===== src/rtl/fetch_pkg.sv =====
// rtl/fetch_pkg.sv - shared types and constants for the instruction fetch unit
package fetch_pkg;

  typedef enum logic {
    RUN   = 1'b0,
    FAULT = 1'b1
  } fetch_state_t;

  typedef struct packed {
    logic [31:0] pc;
    logic [31:0] instr;
  } fetch_entry_t;

  localparam logic [31:0] FETCH_NOP = 32'h0000_0013;

endpackage


===== src/rtl/fetch_fifo.sv =====
// rtl/fetch_fifo.sv - prefetch buffer of {pc, instr} entries with synchronous flush
module fetch_fifo
  import fetch_pkg::*;
#(
  parameter int DEPTH = 4
) (
  input  logic         clk,
  input  logic         rst_n,
  input  logic         push,
  input  fetch_entry_t push_data,
  input  logic         pop,
  input  logic         flush,
  output logic         full,
  output logic         empty,
  output fetch_entry_t head
);

  localparam int AW = $clog2(DEPTH);
  localparam logic [AW:0] PTR_ONE = {{AW{1'b0}}, 1'b1};

  // Extra MSB on each pointer distinguishes full from empty when the indices match.
  logic [AW:0]  wr_ptr;
  logic [AW:0]  rd_ptr;
  fetch_entry_t mem [DEPTH];

  assign empty = (wr_ptr == rd_ptr);
  assign full  = (wr_ptr[AW] != rd_ptr[AW]) && (wr_ptr[AW-1:0] == rd_ptr[AW-1:0]);
  assign head  = mem[rd_ptr[AW-1:0]];

  always_ff @(posedge clk or negedge rst_n) begin
    if (!rst_n) begin
      wr_ptr <= '0;
      rd_ptr <= '0;
    end else if (flush) begin
      wr_ptr <= '0;
      rd_ptr <= '0;
    end else begin
      if (push) wr_ptr <= wr_ptr + PTR_ONE;
      if (pop)  rd_ptr <= rd_ptr + PTR_ONE;
    end
  end

  // Storage needs no reset: readers only look at it while the buffer is non-empty.
  always_ff @(posedge clk) begin
    if (push && !flush) mem[wr_ptr[AW-1:0]] <= push_data;
  end

endmodule


===== src/rtl/fetch_unit.sv =====
// rtl/fetch_unit.sv - sequential instruction fetch with prefetch buffer, redirect and fault stop
module fetch_unit
  import fetch_pkg::*;
#(
  parameter logic [31:0] BASE_ADDR  = 32'h8000_0000,
  parameter int          FIFO_DEPTH = 4
) (
  input  logic        clk,
  input  logic        rst_n,
  output logic [31:0] imem_addr,
  input  logic [31:0] imem_data,
  input  logic        imem_valid,
  input  logic        redirect_valid,
  input  logic [31:0] redirect_pc,
  output logic        out_valid,
  input  logic        out_ready,
  output logic [31:0] out_instr,
  output logic [31:0] out_pc,
  output logic        fault,
  output logic [31:0] fault_pc
);

  fetch_state_t state, state_next;
  logic [31:0]  fetch_pc, fetch_pc_next;
  logic [31:0]  fault_pc_next;

  logic         fifo_full;
  logic         fifo_empty;
  fetch_entry_t fifo_head;
  fetch_entry_t push_entry;
  logic         pop;
  logic         issue;
  logic         push;

  assign imem_addr = fetch_pc;
  assign pop       = out_valid && out_ready;
  // A full buffer can still take a fetch when the head leaves on the same edge.
  assign issue     = (state == RUN) && !redirect_valid && (!fifo_full || pop);
  assign push      = issue && imem_valid;

  assign push_entry.pc    = fetch_pc;
  assign push_entry.instr = imem_data;

  assign out_valid = !fifo_empty;
  assign out_instr = fifo_empty ? FETCH_NOP : fifo_head.instr;
  assign out_pc    = fifo_empty ? 32'h0 : fifo_head.pc;
  assign fault     = (state == FAULT);

  fetch_fifo #(
    .DEPTH(FIFO_DEPTH)
  ) u_fifo (
    .clk      (clk),
    .rst_n    (rst_n),
    .push     (push),
    .push_data(push_entry),
    .pop      (pop),
    .flush    (redirect_valid),
    .full     (fifo_full),
    .empty    (fifo_empty),
    .head     (fifo_head)
  );

  always_comb begin
    state_next    = state;
    fetch_pc_next = fetch_pc;
    fault_pc_next = fault_pc;
    if (redirect_valid) begin
      state_next    = RUN;
      fetch_pc_next = redirect_pc;
    end else if (issue) begin
      if (imem_valid) begin
        fetch_pc_next = fetch_pc + 32'd4;
      end else begin
        state_next    = FAULT;
        fault_pc_next = fetch_pc;
      end
    end
  end

  always_ff @(posedge clk or negedge rst_n) begin
    if (!rst_n) begin
      state    <= RUN;
      fetch_pc <= BASE_ADDR;
      fault_pc <= 32'h0;
    end else begin
      state    <= state_next;
      fetch_pc <= fetch_pc_next;
      fault_pc <= fault_pc_next;
    end
  end

endmodule


===== config.mk =====
export PLATFORM = sky130hd
export DESIGN_NAME = fetch_unit
export DESIGN_NICKNAME = d
export VERILOG_FILES = /design/src/rtl/fetch_pkg.sv /design/src/rtl/fetch_fifo.sv /design/src/rtl/fetch_unit.sv
export SDC_FILE = /design/constraint.sdc
export NUM_CORES = 1
export LEC_CHECK = 0
export ABC_AREA = 1
export ABC_CLOCK_PERIOD_IN_PS = 6620
export BUFFER_PORTS_ARGS = -buffer_cell sky130_fd_sc_hd__buf_2
export CAP_MARGIN = 20
export CORE_MARGIN = 2
export CORE_UTILIZATION = 24
export CTS_CLUSTER_DIAMETER = 120
export CTS_CLUSTER_SIZE = 10
export DETAILED_ROUTE_END_ITERATION = 7
export PLACE_DENSITY = 0.41
export SLEW_MARGIN = 20
export SYNTH_ARGS = -nofsm -noshare
export SYNTH_HDL_FRONTEND = slang
export SYNTH_SLANG_ARGS = --single-unit

===== constraint.sdc =====
create_clock -name clk -period 6.62 [get_ports clk]
set_clock_uncertainty 0.15 [all_clocks]
set_input_delay 0.331 -clock clk [delete_from_list [all_inputs] [get_ports clk]]
set_output_delay 0.331 -clock clk [all_outputs]
set_load 0.005 [all_outputs]

==> flow_summary.ini <==
[worst_setup_path]
rrSetupSlack_ns = 2.37
worstSetupEndpointType = register
r2r_start = u_fifo.rd_ptr[0]$_DFFE_PN0P_
cp-endpoint = u_fifo.mem[3][24]$_DFFE_PP_
r2r_end = u_fifo.mem[3][24]$_DFFE_PP_
worst-path-max-fanout = 55
critical_path_class = register to register
reg2reg_depth = 8
start_kind = register
crit_required_ns = 6.66
startpoint = u_fifo.rd_ptr[0]$_DFFE_PN0P_
critPathArrivalTime_ns = 4.29

[logic_synthesis]
synth_area_leaders = edfxtp_1 (56%), dfrtp_1 (13%), nand2_1 (7.2%)
synthCells = 1289
synth_fa_ha_area_share_pct = 0.5441
synthSimpleGateAreaFrac_pct = 16.04
ys_warn_count = 0
synth_nets = 1364
ys_ff_latch = 327
synthXorXnorAreaFrac_pct = 0.6982
synthFlopType = edfxtp_1
synth_top_family_by_area = simple AND/OR/NAND/NOR gates
yosysTopAreaCellShare_pct = 55.71
netlist_area_sq_um = 13800
synthArstFlopShare_pct = 21.71
synth_top_area_cell = edfxtp_1
syn_area_per_cell_sq_um = 10.70
synth_edf_count = 256
synth-compound-area-share_pct = 8.905
yosysSeqAreaShare_pct = 68.60
synthMuxAreaShare_pct = 0
ys_types = 31

[clock_tree]
cts_setup_buffers = 0
clk_path_buf_depth = 3
cts_root_buffer = clkbuf_16
cts_tree = done
path_clk_slew_ns = 0.07
htree_levels = 2
clk_latency_ns = 0.55
numCtsBuffers = 38
postCtsHoldBufs = 67
clkSinkCount = 327
cts_resized = 0

[final_layout]
fill_cells = 5946
utilization_pct = 30.50
syn_to_final_growth_pct = 25.13
fin_area_sq_um = 17270
drive_above_1_share_pct = 17.73
multi_input_area_sq_um = 3651
fin_nets = 1613
regArea_sq_um = 9470

[power]
sw_frac_of_total_pct = 27.86
seq_power_share_pct = 48.7
p_int_w = 0.003717
switching_power_w = 0.001436
power.share.clock_pct = 36.0
p_leak_nw = 7.095
total_power_w = 0.005153
pwr-share-comb_pct = 15.3
p_per_area_nw_per_um2 = 298.4
ir_drop_mv = 0.1375

[job]
drv_cap = 0

[routing]
drcViolationCount = 0
wl_per_cell_microns = 18.14
drtAntennaViolNets = 0
dr.pass1.iters = 6
drt_wl_total_microns = 41870
vias_per_cell = 4.366
via_count = 10080
drt_iter0_markers = 629

[place]
place_area_sq_um = 15550
place_congestion = 0.7562
portBuffers = 198
dp_hpwl_microns = 26270

[grt]
grt_pass1_vias = 10060
grt_pass1_wl_microns = 63850
overflow = 0
antenna_found_initial = 2
grt_use_total_pct = 14.00
grt_max_degree = 87

[timing]
final-setup-viol-count = 0
hold_viol_final = 0
rsz0062_at_grt = no
max_freq_ghz = 0.2354
tightest_slew_ns = 0.9902
drv_slew = 0
tns_ns = 0
slew_headroom_pct = 33.91
layout_min_cycle_time_ns = 4.249
finalCritPeriodShare_pct = 64.18

[outcome]
status = finished, final reports clean

[hold_path]
hold_path.class = primary input to asynchronous set/reset pin

[floorplanning]
num_rows = 87
die-width_microns = 243.8
initial_core_util_pct = 24.38
dieArea_sq_um = 59430
fp.dieH_microns = 243.8
pin_count = 199
core_area_sq_um = 56600
-- worst min-delay path by stage --
stage,slack [ns],cells after the start,endpoint,startpoint
2_1_floorplan,-0.11,0,fault$_DFFE_PN0P_,rst_n
3_3_place_gp,0.30,2,fault_pc[9]$_DFFE_PN0P_,fault_pc[9]$_DFFE_PN0P_
3_5_place_dp,0.31,2,fault_pc[8]$_DFFE_PN0P_,fault_pc[8]$_DFFE_PN0P_
4_1_cts,0.24,3,imem_addr[19]$_DFFE_PN0P_,redirect_valid
5_1_grt,0.29,3,imem_addr[0]$_DFFE_PN0P_,redirect_valid
6_report,0.24,2,fault_pc[6]$_DFFE_PN0P_,rst_n
-- state kept, by name (all words and copies together) (netlist names) --
register,count
u_fifo.mem,256
fault_pc,32
imem_addr,32
u_fifo.rd_ptr,3
u_fifo.wr_ptr,3
fault,1
-- routing by layer --
layer,global-route usage [%],share of wire [%]
met5,0,0.038
met3,2.842,5.0
met4,2.923,1.6
met1,19.47,47
met2,22.54,46
-- cells by family (layout without fill, tap and decap cells) --
| kind of cell | Yosys count | in the layout |
|---|---|---|
| XOR/XNOR | 11 | 11 |
| AO/OA/AOI/OAI | 227 | 227 |
| AND/OR/NAND/NOR | 544 | 544 |
| buffers and inverters | 174 | 436 |
| flip-flops | 327 | 327 |
| other | 0 | 1 |
| adder cells (fa/ha/maj) | 6 | 6 |
-- per-stage QoR --
step                cells  setup slack [ns]  hold slack, ns
detailed placement   2187             2.288          0.3077
global placement     2187             2.276          0.3018
CTS                  2307             2.261          0.2408
finish               2308             2.371          0.2447
global route         2308             1.985          0.2886
floorplan            1289             2.253         -0.1146
-- cell usage after synthesis, types with 2 or more instances --
library cell,number
o22ai_1,61
nor2_2,3
edfxtp_1,256
nand3_1,90
dfrtp_1,70
ha_1,6
nand2_2,5
clkbuf_1,39
o21bai_1,2
nand2_1,265
nor2_1,173
buf_6,4
xnor2_1,4
nor2_4,3
o221ai_1,3
buf_1,4
o21ai_1,19
inv_1,103
o21ai_0,141
xor2_1,7
inv_2,2
buf_2,18
buf_4,3
-- final cells by class --
| cell class | count | area share [%] |
|---|---|---|
| clock buffers | 51 | 5.913 |
| repair buffers | 277 | 10.18 |
| diodes | 1 | 0.01449 |
| well taps | 756 | 5.479 |
| multi-input cells | 788 | 21.15 |
| inverters | 106 | 2.334 |
| flip-flops and latches | 327 | 54.85 |
| clock inverters | 2 | 0.07972 |
-- layout by cell type, fill, tap and decap left out, types with 2 or more instances in the layout --
master         synthesis  routed
buf_2                 18     197
buf_4                  3      12
clkbuf_1              39      12
clkbuf_16              0      39
dfrtp_1               70      68
dlygate4sd3_1          0      67
edfxtp_1             256     256
ha_1                   6       6
inv_1                103     102
inv_2                  2       2
inv_4                  1       2
nand2_1              265     264
nand2_2                5       5
nand3_1               90      90
nor2_1               173     169
nor2_2                 3       3
nor2_4                 3       7
o21ai_0              141     141
o21ai_1               19      19
o21bai_1               2       2
o221ai_1               3       3
o22ai_1               61      61
xnor2_1                4       4
xor2_1                 7       7
-- critical path, cell delays in order, from the launching register on --
cell and delay [ns]:
dfrtp_4 0.71, inv_4 0.45, nand2_1 0.10, nand2_1 0.09, nor2_2 0.06, nand2_2 0.08
nand3_2 0.75, nor2_4 0.96, buf_4 0.48
-- power groups by stage --
stage	combinational (W)	sequential, W	clock (W)
finish	0.000787	0.00251	0.00186
global route	0.000902	0.00253	0.00200
CTS	0.000820	0.00251	0.00193
detailed placement	0.000785	0.00255	0
global placement	0.000779	0.00255	0
floorplan	0.000426	0.00249	0
(Power assumes the default switching activity.)
